`src/rtl/argon_pkg.sv`:
```
// Shared types for the master-bus initiator: unit IDs, bus words, queued move
// requests and the sequencer state encoding.
package argon_pkg;

    typedef logic [15:0] word_t;
    typedef logic [3:0]  unit_id_t;

    localparam unit_id_t UNIT_NONE = 4'h0;

    typedef struct packed {
        logic     imm;
        unit_id_t src;
        unit_id_t dst;
        word_t    data;
    } bus_req_t;

    typedef enum logic [1:0] {
        IDLE,
        READ,
        WRITE
    } bus_seq_state_t;

endpackage

```
`src/rtl/sync_fifo.sv`:
```
// Synchronous FIFO without fall-through; o_rdata presents the oldest entry
// whenever o_empty is low.
module sync_fifo #(
    parameter int WIDTH = 8,
    parameter int DEPTH = 4,
    localparam int AW = $clog2(DEPTH),
    localparam int CW = $clog2(DEPTH + 1)
) (
    input  logic             i_clk,
    input  logic             i_reset,
    input  logic             i_push,
    input  logic [WIDTH-1:0] i_wdata,
    input  logic             i_pop,
    output logic [WIDTH-1:0] o_rdata,
    output logic             o_full,
    output logic             o_empty,
    output logic [CW-1:0]    o_count
);

    logic [WIDTH-1:0] r_mem [DEPTH];
    logic [AW-1:0]    r_wr_ptr;
    logic [AW-1:0]    r_rd_ptr;
    logic [CW-1:0]    r_count;
    logic             w_do_push;
    logic             w_do_pop;

    assign o_full    = (r_count == CW'(DEPTH));
    assign o_empty   = (r_count == '0);
    assign o_count   = r_count;
    assign o_rdata   = r_mem[r_rd_ptr];
    assign w_do_push = i_push && !o_full;
    assign w_do_pop  = i_pop && !o_empty;

    always_ff @(posedge i_clk) begin
        if (w_do_push) begin
            r_mem[r_wr_ptr] <= i_wdata;
        end
    end

    // DEPTH is a power of two, so the pointers wrap on their own.
    always_ff @(posedge i_clk) begin
        if (i_reset) begin
            r_wr_ptr <= '0;
            r_rd_ptr <= '0;
            r_count  <= '0;
        end else begin
            if (w_do_push) begin
                r_wr_ptr <= r_wr_ptr + AW'(1);
            end
            if (w_do_pop) begin
                r_rd_ptr <= r_rd_ptr + AW'(1);
            end
            case ({w_do_push, w_do_pop})
                2'b10:   r_count <= r_count + CW'(1);
                2'b01:   r_count <= r_count - CW'(1);
                default: r_count <= r_count;
            endcase
        end
    end

endmodule

```
`src/rtl/bus_master_seq.sv`:
```
// Master-bus initiator: queues unit-to-unit moves and runs each as a read phase
// (with timeout) followed by a single-cycle write phase.
//
//   state | meaning
//   IDLE  | bus quiet; pops the next queued request
//   READ  | o_read_id = src, waiting for i_rvalid or timeout
//   WRITE | one cycle: write strobe to dst (if any) and o_done
module bus_master_seq
    import argon_pkg::*;
#(
    parameter int DEPTH   = 4,
    parameter int TIMEOUT = 16
) (
    input  logic        i_clk,
    input  logic        i_reset,
    input  logic        i_req_valid,
    output logic        o_req_ready,
    input  logic        i_req_imm,
    input  logic [3:0]  i_req_src,
    input  logic [3:0]  i_req_dst,
    input  logic [15:0] i_req_data,
    output logic [3:0]  o_read_id,
    input  logic [15:0] i_rdata,
    input  logic        i_rvalid,
    output logic [3:0]  o_write_id,
    output logic [15:0] o_wdata,
    output logic        o_wvalid,
    output logic        o_done,
    output logic [15:0] o_done_data,
    output logic        o_err,
    output logic        o_busy
);

    localparam int CW = $clog2(DEPTH + 1);
    localparam int TW = $clog2(TIMEOUT);

    bus_seq_state_t r_state;
    unit_id_t       r_dst;
    logic [TW-1:0]  r_cnt;
    unit_id_t       r_read_id;
    unit_id_t       r_write_id;
    word_t          r_wdata;
    logic           r_wvalid;
    logic           r_done;
    word_t          r_done_data;

    bus_req_t          w_push_req;
    bus_req_t          w_head;
    logic              w_full;
    logic              w_empty;
    logic [CW-1:0]     w_count;
    logic              w_push;
    logic              w_pop;
    logic              w_last_read;
    logic              w_enter_write;
    unit_id_t          w_wr_dst;
    word_t             w_wr_data;

    assign w_push_req = '{imm: i_req_imm, src: i_req_src, dst: i_req_dst, data: i_req_data};
    assign w_push     = i_req_valid && o_req_ready;
    assign w_pop      = (r_state == IDLE) && (w_count != '0);

    sync_fifo #(
        .WIDTH($bits(bus_req_t)),
        .DEPTH(DEPTH)
    ) u_req_fifo (
        .i_clk  (i_clk),
        .i_reset(i_reset),
        .i_push (w_push),
        .i_wdata(w_push_req),
        .i_pop  (w_pop),
        .o_rdata(w_head),
        .o_full (w_full),
        .o_empty(w_empty),
        .o_count(w_count)
    );

    // Write phase is entered either straight from IDLE (immediate) or from READ.
    assign w_last_read   = (r_cnt == TW'(TIMEOUT - 1));
    assign w_enter_write = ((r_state == IDLE) && w_pop && w_head.imm) ||
                           ((r_state == READ) && i_rvalid);
    assign w_wr_dst      = (r_state == IDLE) ? w_head.dst  : r_dst;
    assign w_wr_data     = (r_state == IDLE) ? w_head.data : i_rdata;

    always_ff @(posedge i_clk) begin
        if (i_reset) begin
            r_state     <= IDLE;
            r_dst       <= UNIT_NONE;
            r_cnt       <= '0;
            r_read_id   <= UNIT_NONE;
            r_write_id  <= UNIT_NONE;
            r_wdata     <= '0;
            r_wvalid    <= 1'b0;
            r_done      <= 1'b0;
            r_done_data <= '0;
        end else begin
            r_write_id  <= UNIT_NONE;
            r_wdata     <= '0;
            r_wvalid    <= 1'b0;
            r_done      <= 1'b0;
            r_done_data <= '0;
            if (w_enter_write) begin
                r_done      <= 1'b1;
                r_done_data <= w_wr_data;
                if (w_wr_dst != UNIT_NONE) begin
                    r_write_id <= w_wr_dst;
                    r_wdata    <= w_wr_data;
                    r_wvalid   <= 1'b1;
                end
            end
            case (r_state)
                IDLE: begin
                    if (w_pop) begin
                        r_dst <= w_head.dst;
                        r_cnt <= '0;
                        if (w_head.imm) begin
                            r_state <= WRITE;
                        end else begin
                            r_state   <= READ;
                            r_read_id <= w_head.src;
                        end
                    end
                end
                READ: begin
                    if (i_rvalid || w_last_read) begin
                        r_state   <= i_rvalid ? WRITE : IDLE;
                        r_read_id <= UNIT_NONE;
                    end else begin
                        r_cnt <= r_cnt + TW'(1);
                    end
                end
                WRITE:   r_state <= IDLE;
                default: r_state <= IDLE;
            endcase
        end
    end

    // The timeout pulse must coincide with the final READ cycle, so it depends on i_rvalid.
    assign o_err       = (r_state == READ) && !i_rvalid && w_last_read;
    assign o_req_ready = !w_full;
    assign o_busy      = (r_state != IDLE) || !w_empty;
    assign o_read_id   = r_read_id;
    assign o_write_id  = r_write_id;
    assign o_wdata     = r_wdata;
    assign o_wvalid    = r_wvalid;
    assign o_done      = r_done;
    assign o_done_data = r_done_data;

endmodule

```
`config.mk`:
```
export PLATFORM = sky130hd
export DESIGN_NAME = bus_master_seq
export DESIGN_NICKNAME = d
export VERILOG_FILES = /design/src/rtl/argon_pkg.sv /design/src/rtl/sync_fifo.sv /design/src/rtl/bus_master_seq.sv
export SDC_FILE = /design/constraint.sdc
export NUM_CORES = 1
export LEC_CHECK = 0
export ABC_AREA = 1
export CAP_MARGIN = 20
export CORE_MARGIN = 5
export CORE_UTILIZATION = 48
export CTS_CLUSTER_SIZE = 14
export DETAILED_ROUTE_END_ITERATION = 8
export GPL_TIMING_DRIVEN = 0
export PLACE_DENSITY_LB_ADDON = 0.25
export SYNTH_ARGS = -nofsm -noshare
export SYNTH_HDL_FRONTEND = slang
export SYNTH_SLANG_ARGS = --single-unit
```
`constraint.sdc`:
```
create_clock -name i_clk -period 2.3 [get_ports i_clk]
set_clock_uncertainty 0.15 [all_clocks]
set_input_delay 0.69 -clock i_clk [delete_from_list [all_inputs] [get_ports i_clk]]
set_output_delay 0.69 -clock i_clk [all_outputs]
set_load 0.01 [all_outputs]
```
# Word-level counts from Yosys, hierarchy flattened
# Memory sizes are Yosys's and may differ from the RTL's. A register that Yosys moved wholly into a read port is not among the register bits.
# Index checks and enable logic that the tools add are counted.
[op_classes]
add_sub_neg = 5
n_eq_ne = 9
mux = 21
bitwise_logic = 2
reduce_logical = 28
[op_table]
columns = ["cell", "count"]
rows = [
  ["two-way mux 4 bit", 6],
  ["two-way mux 16 bit", 1],
  ["case mux 4 bit (2 select lines)", 2],
  ["two-way mux 2 bit", 6],
  ["logical AND 1 bit", 9],
  ["!= test 2 bit, second input constant", 3],
  ["case mux 3 bit (2 select lines)", 1],
  ["nonzero test 2 bit", 3],
  ["adder 2 x 1 -> 2 bit, second input constant", 2],
  ["adder 4 x 1 -> 4 bit, second input constant", 1],
  ["equality test 2 x 1 -> 1 bit, second input constant", 2],
  ["equality test 4 bit, second input constant", 1],
  ["two-way mux 1 bit", 4],
  ["case mux 2 bit (2 select lines)", 1],
  ["AND reduction 2 bit", 2],
  ["AND reduction 4 bit", 1],
  ["nonzero test 4 bit", 1],
  ["adder 3 x 1 -> 3 bit, second input constant", 1],
  ["equality test 3 bit, second input constant", 1],
  ["zero test 1 bit", 3],
  ["zero test 3 bit", 1],
  ["logical OR 1 bit", 3],
  ["AND reduction 3 bit", 1],
  ["nonzero test 3 bit", 1],
  ["7 further kinds", 8],
]
[totals]
ff_bits = 59
ramBits = 100
inputBits = 45
out_inout_bits = 45
word_cells = 78
mem_count = 1
[memory_table]
columns = ["memory", "words", "word_bits", "read_ports", "rd_clocked_by_memory_dff", "wr", "line", "source"]
rows = [
  ["u_req_fifo.r_mem", 4, 25, 1, 1, 1, "sync_fifo.sv:20", "logic [WIDTH-1:0] r_mem [DEPTH];"],
]

# Depth between registers and ports, before layout
[depth]
ltp_word = 7
mapped_depth = 11
ltp_nobuf = 11

# Modules after synthesis
# Synthesis repeated with hierarchy kept, for this count alone.
[hier_totals]
cells_unflattened = 540
hier_area_um2 = 6148.4
[by_module_without_submodules]
columns = ["mod", "n_inst", "cells_per_inst", "area_each_um2", "seq_area_each_um2"]
rows = [
  ["sync_fifo", 1, 312, 4186.5, 3183.1],
  ["bus_master_seq", 1, 228, 1961.9, 1041.0],
]

# Worst setup path before layout
# OpenSTA, ideal clock, no wires.
[synth_path]
kind = "input to register"
start = "input port i_req_valid"
end = "memory u_req_fifo.r_mem[0][0] (netlist bit) (enable)"
setup_ns = 0.407
arrival_time_ns = 1.931
t_required_ns = 1.743
setup_slack_ns = -0.188
cell_stages = 2
path_buffers = 0
path_cell_list = "nand2_1 > nor2_1"
[synth_between]
elab_chain_len = 4
[synth_rtl]
columns = ["item", "line", "source"]
rows = [
  ["start, declared", "bus_master_seq.sv:16", "input logic i_req_valid,"],
  ["logical AND 1 bit", "bus_master_seq.sv:60", "assign w_push = i_req_valid && o_req_ready;"],
  ["logical AND 1 bit", "sync_fifo.sv:31", "assign w_do_push = i_push && !o_full;"],
  ["two-way mux 1 bit", "sync_fifo.sv:35", "if (w_do_push) begin"],
  ["two-way mux 1 bit (implied by the code)", "sync_fifo.sv:36", "r_mem[r_wr_ptr] <= i_wdata;"],
  ["end, declared", "sync_fifo.sv:20", ""],
]
# No other way between the ends.

# Worst setup path after layout
[layout_path]
start = "register r_state[0]"
end = "output port o_busy"
[layout_between]
elab_chain_len = 2
[layout_rtl]
columns = ["item", "line", "source"]
rows = [
  ["start, declared", "bus_master_seq.sv:37", "bus_seq_state_t r_state;"],
  ["start signal, assigned", "bus_master_seq.sv:126", "r_state <= i_rvalid ? WRITE : IDLE;"],
  ["nonzero test 2 bit", "bus_master_seq.sv:141", "assign o_busy = (r_state != IDLE) || !w_empty;"],
  ["logical OR 1 bit", "bus_master_seq.sv:141", ""],
  ["end, declared", "bus_master_seq.sv:31", "output logic o_busy"],
]
# No other way between the ends.

==> metrics.txt <==
Internal Pwr Total=6.77 mW; final-report setup violation count=0; Total GRT Usage=18.7%; IR drop worst, VDD=0.000586 V; number of cells produced by synthesis=515; share of final-layout standard cells stronger than drive strength 1=10.2%; Clock power frac=28.4%; area added between synthesis and finish=30.6%; number of synthesized flops with an enable pin=100; maximum count of clock buffers along a single path=2; clock tree from TritonCTS=done; arrival time worst endpoint=1.41 ns; DP HPWL=8.66 mm; result of the run=complete, no violations; Antenna Cells=0; Net Count, Synth=567; power density over the cells=1310 nW/um^2; Final Power=10.1 mW; vias in the first global route=4080; effective utilization at floorplan=49.1%; Hold Worst Slack=0.315 ns; net load switching power=3.37 mW; count of port buffers added during placement=88; Slew @ Worst Pin=0.862 ns; I/O pin cnt=90; count of antenna-violating nets left after detailed routing=0; leakage power of the design=2.80 nW; clk slew on worst S/H paths=0.06 ns; global-route wire length before repair=20.6 mm; part of the Yosys area used for sequential elements=71.3%; pin count of the biggest net entering global routing=26; unrepaired setup endpoints after global routing=false; placement row count=40; cell area after technology mapping=5920 sq um; Remaining DRCs=0; final critical path time including I/O delays and setup=2.25 ns; routed len/inst=16.5 um; most instantiated cells after synthesis=sky130_fd_sc_hd__nor2_1 (102), sky130_fd_sc_hd__edfxtp_1 (100), sky130_fd_sc_hd__o21ai_0 (63); placed instance area=7040 sq um; Hold/Removal Path Class=reg -> reg; Startpoint Class=register; Synth Register Bits=161; DRT Wirelength=13.4 mm; count of final hold-check violations=0; Sw Share=33.2%; final max-slew violation count=0; fin nets=678; count of hold-fix buffers inserted at cts=0; number of H-tree levels=4; most common cell in the synthesized netlist=sky130_fd_sc_hd__nor2_1; Final Instance Area=7730 sq um; Clk Latency, worst-skew pair=0.42 ns; max cap viols=0; First-pass DRT Iterations=5; antenna violations before repair=0; average footprint of a synthesized cell=11.5 sq um; cell at the root of the clock tree=sky130_fd_sc_hd__clkbuf_16; top cell type's share of synthesized area=50.7%; Synth area leader=sky130_fd_sc_hd__edfxtp_1; share of the clock period used by the worst path=97.7%; clock sink count=161; ratio of routed vias to standard cells=5.12; distinct cell type count after synthesis=27; predominant post-synthesis flop cell=sky130_fd_sc_hd__edfxtp_1; first-iteration detailed-routing DRC count=337; fraction of registers with async set/reset=0%; kind of end point of the critical path=output pin; via count=4128; Fmax=445 MHz; Worst Path Class, Setup=reg -> out; crit path max fanout=3; relative slew slack=42.4%; Required @ worst endpoint=1.46 ns; core area=12100 sq um; global placement routability congestion=0.753; die span in x=121 um; top post-synthesis cells by area=sky130_fd_sc_hd__edfxtp_1 (51%), sky130_fd_sc_hd__dfxtp_1 (21%), sky130_fd_sc_hd__nor2_1 (6.5%), sky130_fd_sc_hd__o21ai_0 (5.3%), sky130_fd_sc_hd__nand2_1 (3.4%); total CTS buffers=17; fraction of power consumed by combinational cells=33.9%; GR Overflow Total=0; overall die height=121 um; proportion of power drawn by flip-flops and latches=37.7%; yosys warns=0; total die area=14700 sq um
[layout by cell type, fill, tap and decap left out, types with 3 or more instances in the layout]
cell type / Yosys / final
sky130_fd_sc_hd__buf_2: 3 / 3
sky130_fd_sc_hd__buf_6: 5 / 6
sky130_fd_sc_hd__clkbuf_1: 13 / 18
sky130_fd_sc_hd__clkdlybuf4s50_1: 0 / 84
sky130_fd_sc_hd__clkbuf_16: 0 / 17
sky130_fd_sc_hd__a21oi_1: 14 / 13
sky130_fd_sc_hd__o21ai_0: 63 / 61
sky130_fd_sc_hd__o21ai_1: 6 / 8
sky130_fd_sc_hd__nand3_1: 22 / 20
sky130_fd_sc_hd__inv_1: 24 / 24
sky130_fd_sc_hd__dfxtp_1: 61 / 59
sky130_fd_sc_hd__bufinv_16: 0 / 4
sky130_fd_sc_hd__clkinvlp_4: 0 / 3
sky130_fd_sc_hd__o22ai_1: 5 / 5
sky130_fd_sc_hd__buf_4: 1 / 4
sky130_fd_sc_hd__nand2_1: 54 / 53
sky130_fd_sc_hd__edfxtp_1: 100 / 100
sky130_fd_sc_hd__nor2_1: 102 / 98
sky130_fd_sc_hd__nor2_2: 5 / 4
sky130_fd_sc_hd__nor2_4: 0 / 5
sky130_fd_sc_hd__ha_1: 6 / 5
sky130_fd_sc_hd__o211ai_1: 16 / 16
[power groups by stage]
stage | logic [mW] | registers [mW] | clock network, mW
2_1_floorplan | 1.80 | 3.97 | 0
3_3_place_gp | 3.18 | 3.86 | 0
3_5_place_dp | 3.28 | 3.87 | 0
4_1_cts | 3.36 | 3.82 | 2.89
5_1_grt | 3.79 | 3.87 | 3.02
6_report | 3.44 | 3.82 | 2.88
[worst max-delay path: stages (launching register included)]
cell	delay [ns]
sky130_fd_sc_hd__dfxtp_1	0.33
sky130_fd_sc_hd__nor2_4	0.16
sky130_fd_sc_hd__buf_6	0.12
sky130_fd_sc_hd__nand4_1	0.11
sky130_fd_sc_hd__clkdlybuf4s15_1	0.27
[routing by layer]
layer,vias up,wire length [um],track usage (%)
met5,-,0,0
met4,0,205,7.93
met3,19,1040,5.17
met2,168,6510,30.5
met1,1940,5600,23.4
li1,2001,-,-
[layout make-up]
cell class                 instances  area (sq um)
inverter                          27           104
sequential                       161          4230
multi-input combinational        304          1540
buffer                            23           138
timing repair buffer              92           916
clock inverter                    10           160
fill                             900          4330
tap                              168           210
clock buffer                      22           444
[cells by family (layout without fill, tap and decap cells)]
logic type | after synthesis | after routing | synth area share (%)
DFF | 161 | 161 | 71.3
and+or+nand+nor | 189 | 189 | 12.9
adders and majority gates | 7 | 7 | 1.61
xor gates and xnor gates | 2 | 2 | 0.296
buffers and inverters | 50 | 174 | 3.93
AOI/OAI and AO/OA | 106 | 106 | 9.95
[repair_timing]
| item | 4_1_cts | 5_1_grt |
|---|---|---|
| buffers inserted | 3 | 1 |
| pin swaps | 1 | 1 |
| gates resized for setup | 13 | 12 |
| setup endpoints to repair | 105 | 4 |
[flip-flops by register name, indices dropped and copies added (netlist names), 3 cells and up, named ones only]
name	count
u_req_fifo.r_mem	100
o_done_data	16
o_wdata	16
o_read_id	4
o_write_id	4
r_cnt	4
r_dst	4
u_req_fifo.o_count	3
[through the flow]
step | util, % | TNS (ns) | setup WS (ns) | cells
6_report | 64.1 | 0 | 0.0525 | 807
5_1_grt | 64.1 | 0 | 0.0197 | 807
4_1_cts | 63.9 | 0 | 0.00638 | 806
3_5_place_dp | 58.4 | -49.88 | -0.663 | 771
3_3_place_gp | 58.1 | -155.35 | -1.60 | 771
2_1_floorplan | - | -18.82 | -0.188 | 515
[final timing paths]
kind / from / endpoint / slack, ns / cells past startpoint
worst max-delay path: r_state[0] / o_busy / 0.05 / 4
worst min-delay path: o_read_id[2] / o_read_id[2] / 0.31 / 2
worst max register to register: register / o_wdata[14] / 0.18 / 6
worst min register to register: o_read_id[2] / o_read_id[2] / 0.31 / 2
(Power assumes the default switching activity.)
